<file path="config.mk">
export PLATFORM = sky130hd
export DESIGN_NAME = axis_iter_div
export DESIGN_NICKNAME = d
export VERILOG_FILES = /design/src/rtl/axis_iter_div_pkg.sv /design/src/rtl/axis_iter_div.sv
export SDC_FILE = /design/constraint.sdc
export NUM_CORES = 1
export LEC_CHECK = 0
export ABC_CLOCK_PERIOD_IN_PS = 3940
export CAP_MARGIN = 20
export CORE_UTILIZATION = 50
export CTS_BUF_LIST = sky130_fd_sc_hd__clkbuf_8
export DETAILED_ROUTE_END_ITERATION = 7
export GPL_ROUTABILITY_DRIVEN = 0
export PLACE_DENSITY = 0.85
export SLEW_MARGIN = 25
export SYNTH_ARGS = -nofsm -noshare
export SYNTH_HDL_FRONTEND = slang
export SYNTH_SLANG_ARGS = --single-unit
</file>
<file path="constraint.sdc">
create_clock -name clk -period 3.94 [get_ports clk]
set_input_delay 0.591 -clock clk [delete_from_list [all_inputs] [get_ports clk]]
set_output_delay 0.591 -clock clk [all_outputs]
set_load 0.02 [all_outputs]
</file>
<file path="src/rtl/axis_iter_div_pkg.sv">
// Shared constants and state encodings for the iterative AXI-Stream divider.
// Latency: n/a (definitions only).
// Backpressure: n/a (definitions only).
package axis_iter_div_pkg;

    // Operand width; the result packs quotient and remainder side by side.
    localparam int DATA_W = 32;

    // Bit positions of each state inside the one-hot state vector.
    localparam int ST_IDLE_BIT = 0;
    localparam int ST_CALC_BIT = 1;
    localparam int ST_FIX_BIT  = 2;
    localparam int ST_DONE_BIT = 3;

    // One-hot encodings. Each value has exactly its own *_BIT position set.
    typedef enum logic [3:0] {
        ST_IDLE = 4'b0001,
        ST_CALC = 4'b0010,
        ST_FIX  = 4'b0100,
        ST_DONE = 4'b1000
    } state_e;

endpackage : axis_iter_div_pkg

</file>
<file path="src/rtl/axis_iter_div.sv">
// Iterative restoring divider (unsigned or two's-complement), one quotient bit per cycle.
// Latency: fixed 34 cycles from acceptance edge to the one-cycle tvalid pulse.
// Backpressure: both treadys high only in IDLE; the result has no backpressure.
module axis_iter_div
    import axis_iter_div_pkg::*;
#(
    parameter bit SIGNED = 1'b0
) (
    input  logic                  clk,
    input  logic                  reset,
    input  logic                  s_axis_dividend_tvalid,
    output logic                  s_axis_dividend_tready,
    input  logic [DATA_W-1:0]     s_axis_dividend_tdata,
    input  logic                  s_axis_divisor_tvalid,
    output logic                  s_axis_divisor_tready,
    input  logic [DATA_W-1:0]     s_axis_divisor_tdata,
    output logic                  m_axis_dout_tvalid,
    output logic [2*DATA_W-1:0]   m_axis_dout_tdata
);

    state_e                state_q, state_d;
    logic [DATA_W-1:0]     cnt_q, cnt_d;
    logic [DATA_W-1:0]     rem_q, rem_d;       // partial remainder
    logic [DATA_W-1:0]     quo_q, quo_d;       // dividend bits shift out, quotient bits shift in
    logic [DATA_W-1:0]     dvs_q, dvs_d;       // divisor magnitude
    logic                  neg_quo_q, neg_quo_d;
    logic                  neg_rem_q, neg_rem_d;
    logic [2*DATA_W-1:0]   dout_q, dout_d;
    logic                  vld_q;

    logic                  in_idle;
    logic                  accept;
    logic                  last_step;
    logic                  dvd_neg, dvs_neg;
    logic [DATA_W-1:0]     dvd_mag, dvs_mag;
    logic [DATA_W:0]       shifted, trial;
    logic                  ge;
    logic [DATA_W-1:0]     quo_fix, rem_fix;

    assign in_idle   = state_q[ST_IDLE_BIT];
    // Both operands must arrive together; a lone tvalid leaves everything untouched.
    assign accept    = in_idle & s_axis_dividend_tvalid & s_axis_divisor_tvalid;
    assign last_step = (cnt_q == 32'(DATA_W - 1));

    // Division runs on magnitudes; signs are only remembered for the final fix-up.
    // A zero divisor is never negative, so divide-by-zero follows the dividend's sign.
    assign dvd_neg = SIGNED & s_axis_dividend_tdata[DATA_W-1];
    assign dvs_neg = SIGNED & s_axis_divisor_tdata[DATA_W-1];
    assign dvd_mag = dvd_neg ? -s_axis_dividend_tdata : s_axis_dividend_tdata;
    assign dvs_mag = dvs_neg ? -s_axis_divisor_tdata  : s_axis_divisor_tdata;

    // One restoring step: bring in the next dividend bit and trial-subtract.
    // With a zero divisor every trial succeeds, giving all-ones quotient and
    // the dividend magnitude as remainder without any special casing.
    assign shifted = {rem_q, quo_q[DATA_W-1]};
    assign trial   = shifted - {1'b0, dvs_q};
    assign ge      = (shifted >= {1'b0, dvs_q});

    // Truncating division: quotient negated when signs differ, remainder follows dividend.
    // 0x80000000 / -1 lands on 0x80000000 rem 0 through ordinary wrap-around.
    assign quo_fix = neg_quo_q ? -quo_q : quo_q;
    assign rem_fix = neg_rem_q ? -rem_q : rem_q;

    assign s_axis_dividend_tready = in_idle;
    assign s_axis_divisor_tready  = in_idle;
    assign m_axis_dout_tvalid     = vld_q;
    assign m_axis_dout_tdata      = dout_q;

    // Next-state logic for the IDLE -> CALC -> FIX -> DONE sequence.
    always_comb begin
        state_d = state_q;
        case (state_q)
            ST_IDLE: if (accept)    state_d = ST_CALC;
            ST_CALC: if (last_step) state_d = ST_FIX;
            ST_FIX:                 state_d = ST_DONE;
            ST_DONE:                state_d = ST_IDLE;
            default:                state_d = ST_IDLE;
        endcase
    end

    // Datapath next-state: latch operands, iterate, then sign-correct into the output register.
    always_comb begin
        cnt_d     = cnt_q;
        rem_d     = rem_q;
        quo_d     = quo_q;
        dvs_d     = dvs_q;
        neg_quo_d = neg_quo_q;
        neg_rem_d = neg_rem_q;
        dout_d    = dout_q;
        if (accept) begin
            cnt_d     = '0;
            rem_d     = '0;
            quo_d     = dvd_mag;
            dvs_d     = dvs_mag;
            neg_quo_d = dvd_neg ^ dvs_neg;
            neg_rem_d = dvd_neg;
        end else if (state_q[ST_CALC_BIT]) begin
            cnt_d = cnt_q + 32'd1;
            rem_d = ge ? trial[DATA_W-1:0] : shifted[DATA_W-1:0];
            quo_d = {quo_q[DATA_W-2:0], ge};
        end else if (state_q[ST_FIX_BIT]) begin
            dout_d = {quo_fix, rem_fix};
        end
    end

    // State and datapath registers; tvalid is registered off DONE so the pulse
    // coincides with the return to IDLE, allowing acceptance every 35 cycles.
    always_ff @(posedge clk) begin
        if (reset) begin
            state_q   <= ST_IDLE;
            cnt_q     <= '0;
            rem_q     <= '0;
            quo_q     <= '0;
            dvs_q     <= '0;
            neg_quo_q <= 1'b0;
            neg_rem_q <= 1'b0;
            dout_q    <= '0;
            vld_q     <= 1'b0;
        end else begin
            state_q   <= state_d;
            cnt_q     <= cnt_d;
            rem_q     <= rem_d;
            quo_q     <= quo_d;
            dvs_q     <= dvs_d;
            neg_quo_q <= neg_quo_d;
            neg_rem_q <= neg_rem_d;
            dout_q    <= dout_d;
            vld_q     <= state_q[ST_DONE_BIT];
        end
    end

endmodule : axis_iter_div

</file>
==> metrics.txt <==
EDFF count, synth=0; Logic pwr share=22.6%; worst setup path class=reg2reg; RSZ-0062 raised after global routing=no; Cell Chain, Critical Path=inv_1, ha_1, nand2_1, o21ai_0, nand3_1, a211o_1, o21a_1, o21ai_4, buf_4, nor2b_1, a22o_1; hold violation total from the final report=0; share of layout cells above drive strength 1=between 4 and 5%; internal power=3.04 mW; initial core utilization=51.4%; detailed-route vias per instance=5.55; clock share of power=30.5%; PnR worst setup slack=0.855 ns; cell taking the most area after synthesis=dfxtp_1; maxcap violations=0; worst reg-to-reg path cell count=11; CTS sink count=just under 200; Least-Margin Pin Slew=slightly below 0.8 ns; r2r startpoint=dvs_q[16]; peak supply drop=0.250 mV; area of the multi-input gates=around 0.0053 sq mm; DR vias=8704; Seq pwr share=46.9%; Total Routing Usage GR=24.9%; total gr overflow=0; Initial DRC Count=678; Ports=roughly 140; status=completed; Yosys cell types=66; Crit Path Max Fanout=20; port bufs=134; Reg2Reg Setup Slack=0.86 ns; Fill cells=1638; Warnings, synthesis=0; dominant cells by area after synthesis=dfxtp_1 (41%), nand2_1 (9.6%), a21oi_1 (7.9%); Synth Register Bits=197; Die ar.=0.0199 sq mm; Critical path origin=dvs_q[16]; Reg2Reg Capture Point=rem_q[29]; LEAKAGE=4.23 nW; Pre-Repair DR Iteration Count=5; Final Skew=approximately 0.016 ns; WHS=between 0.4 and 0.5 ns; postcts setup bufs=0; Critical Path Sink Type=register; fin crit share=between 70% and 80%; Sw Pwr=1.43 mW; Switching Fraction=32.0%; Hold Buf Count CTS=0; first-pass GRT wire length=40.2 mm; Chip Height=141 um; post-detailed-routing wire length=24.1 mm; post-route ant nets=0; Worst path max stage delay=0.44 ns; Syn Nets=1309; Rows=50; Avg Cell Area, Syn=8.02 sq um; Req. time, crit path=4.37 ns; Synth Instances=1207; die width=141 um; Reg clk slew, reported paths=0.11 ns; Final Slew Violations=0; Final TNS setup=0 ns; termination of the worst setup path=rem_q[29]; Sequential Area=0.00395 sq mm; Primary FF master, synth=dfxtp_1; worst min path class=reg2reg; endpoints failing setup=0; diode count=0; post-route cell area=0.0116 sq mm; non-filler cells, final=1568; final worst path period need=3.08 ns; placed cell count=1536; Cell Area, Placed=0.0111 sq mm; P per Cell Area=387 mW/mm^2; worst slack, placed=0.941 ns; post-synthesis cell area=0.00968 sq mm; clk buf depth=2; Clock Latency Late Sink=0.49 ns; hold depth=2; share of the yosys chip area belonging to registers=40.7%; Crit-path slowest cell=ha_1; Max Clock Freq=324 MHz; clk root buf=clkbuf_8; core footprint=0.0188 sq mm; top cell type's share of synthesized area=40.7%; Setup crit start kind=register; # H-tree levels=4; CTS tree=done; Max-slew headroom=48.0%; Post-synth ARST share=0%; Post-DP HPWL=16.8 mm; Area Overhead vs Synth=19.3%; Resized Gates After CTS=0; drt drc=0; initial antenna violation count=0; wire per inst=15.4 um; total CTS buffers=17; nets=1397; arrival time worst endpoint=3.52 ns; largest net degree at the start of global routing=76; vias in the first global route=8373
[sequential cells by signal (all words and copies together), names as in the netlist]
register            count
cnt_q                  32
dvs_q                  32
m_axis_dout_tdata      64
m_axis_dout_tvalid      1
quo_q                  32
state_q                 4
rem_q                  32
[power groups by stage]
stage	clock, mW	combinational, mW	sequential, mW
final	1.37	1.01	2.10
after global routing	1.47	1.10	2.11
after CTS	1.39	0.994	2.10
after detailed placement	0	0.986	2.14
after global placement	0	0.970	2.14
after floorplan	0	0.772	2.12
[synthesized netlist by cell type (all sizes together), types with 22 or more instances]
master and number:
nand3 23, inv 40, xnor2 26, dfxtp 197
clkbuf 59, xor2 31, a21oi 153, nor2 94
a211oi 35, ha 33, a21o 22, o21ai 45
nand2 247, mux2i 56
[worst max-delay path: cells and delay by family, from the launching register on]
kind	cells	cell delay (ns)
AND/OR/NAND/NOR	3	0.66
flip-flops	1	0.35
adder cells (fa/ha/maj)	1	0.44
buffers and inverters	2	0.38
AO/OA/AOI/OAI	5	1.21
[metrics by stage]
stage / total power, mW / util [%]
after detailed placement: 3.13 / 59.2
after global placement: 3.11 / 59.2
after floorplan: 2.90 / -
final: 4.47 / 61.4
after global routing: 4.67 / 61.4
after CTS: 4.48 / 61.4
[cell type report]
cell class,instances,share of cell area (%)
clock buffers,17,2.02
clock inverters,15,1.53
well taps,260,2.81
inverters,40,1.30
repair buffers,145,12.4
flip-flops and latches,197,34.2
multi-input cells,894,45.8
[metal layers]
| layer | global-route usage, % | wire (um) | vias to the layer above |
|---|---|---|---|
| met5 | 0 | 0 | - |
| met4 | 8.87 | 523 | 0 |
| met3 | 4.42 | 960 | 43 |
| met2 | 42.2 | 11400 | 212 |
| met1 | 31.6 | 11200 | 4099 |
| li1 | - | - | 4350 |
[cells in the final DEF (no fill, tap or decap), types with 4 or more instances in the layout]
cell | Yosys | layout
inv_8 | 0 | 5
and3_1 | 17 | 17
xnor2_1 | 26 | 26
o21a_1 | 6 | 6
and4_1 | 5 | 5
o211ai_1 | 7 | 7
xor2_1 | 31 | 31
a211oi_1 | 34 | 34
a21oi_1 | 152 | 152
nand2_1 | 247 | 247
mux2i_1 | 56 | 56
buf_4 | 1 | 11
nor2b_1 | 7 | 7
a21o_1 | 22 | 22
or3_1 | 5 | 5
clkdlybuf4s50_1 | 0 | 133
inv_6 | 0 | 4
nor4_1 | 10 | 10
nor3_1 | 6 | 6
o22ai_1 | 4 | 4
nand2b_1 | 4 | 4
dfxtp_1 | 197 | 196
nor2_1 | 94 | 93
ha_1 | 33 | 33
inv_1 | 40 | 40
and2_1 | 4 | 4
nand3_1 | 23 | 21
clkbuf_8 | 0 | 17
o21ai_0 | 43 | 43
nand4_1 | 12 | 12
[how the worst min path moves through the flow]
stage / startpoint / to / slack (ns)
floorplan: state_q[3] / state_q[3] / 0.43
global placement: m_axis_dout_tdata[17] / m_axis_dout_tdata[17] / 0.44
detailed placement: m_axis_dout_tdata[59] / m_axis_dout_tdata[59] / 0.45
CTS: m_axis_dout_tdata[63] / m_axis_dout_tdata[63] / 0.46
global route: m_axis_dout_tdata[63] / m_axis_dout_tdata[63] / 0.48
finish: m_axis_dout_tdata[55] / m_axis_dout_tdata[55] / 0.46
[cell families (layout without fill, tap and decap cells)]
family,Yosys count,after routing,synth area share (%)
simple gates,440,440,19.5
compound gates,304,304,19.1
flops,197,197,40.7
buf+inv,116,217,4.91
mux,59,59,6.21
xor+xnor,57,57,5.16
fa+ha+maj,34,34,4.47
No activity file was read; power rests on OpenSTA's default activity.
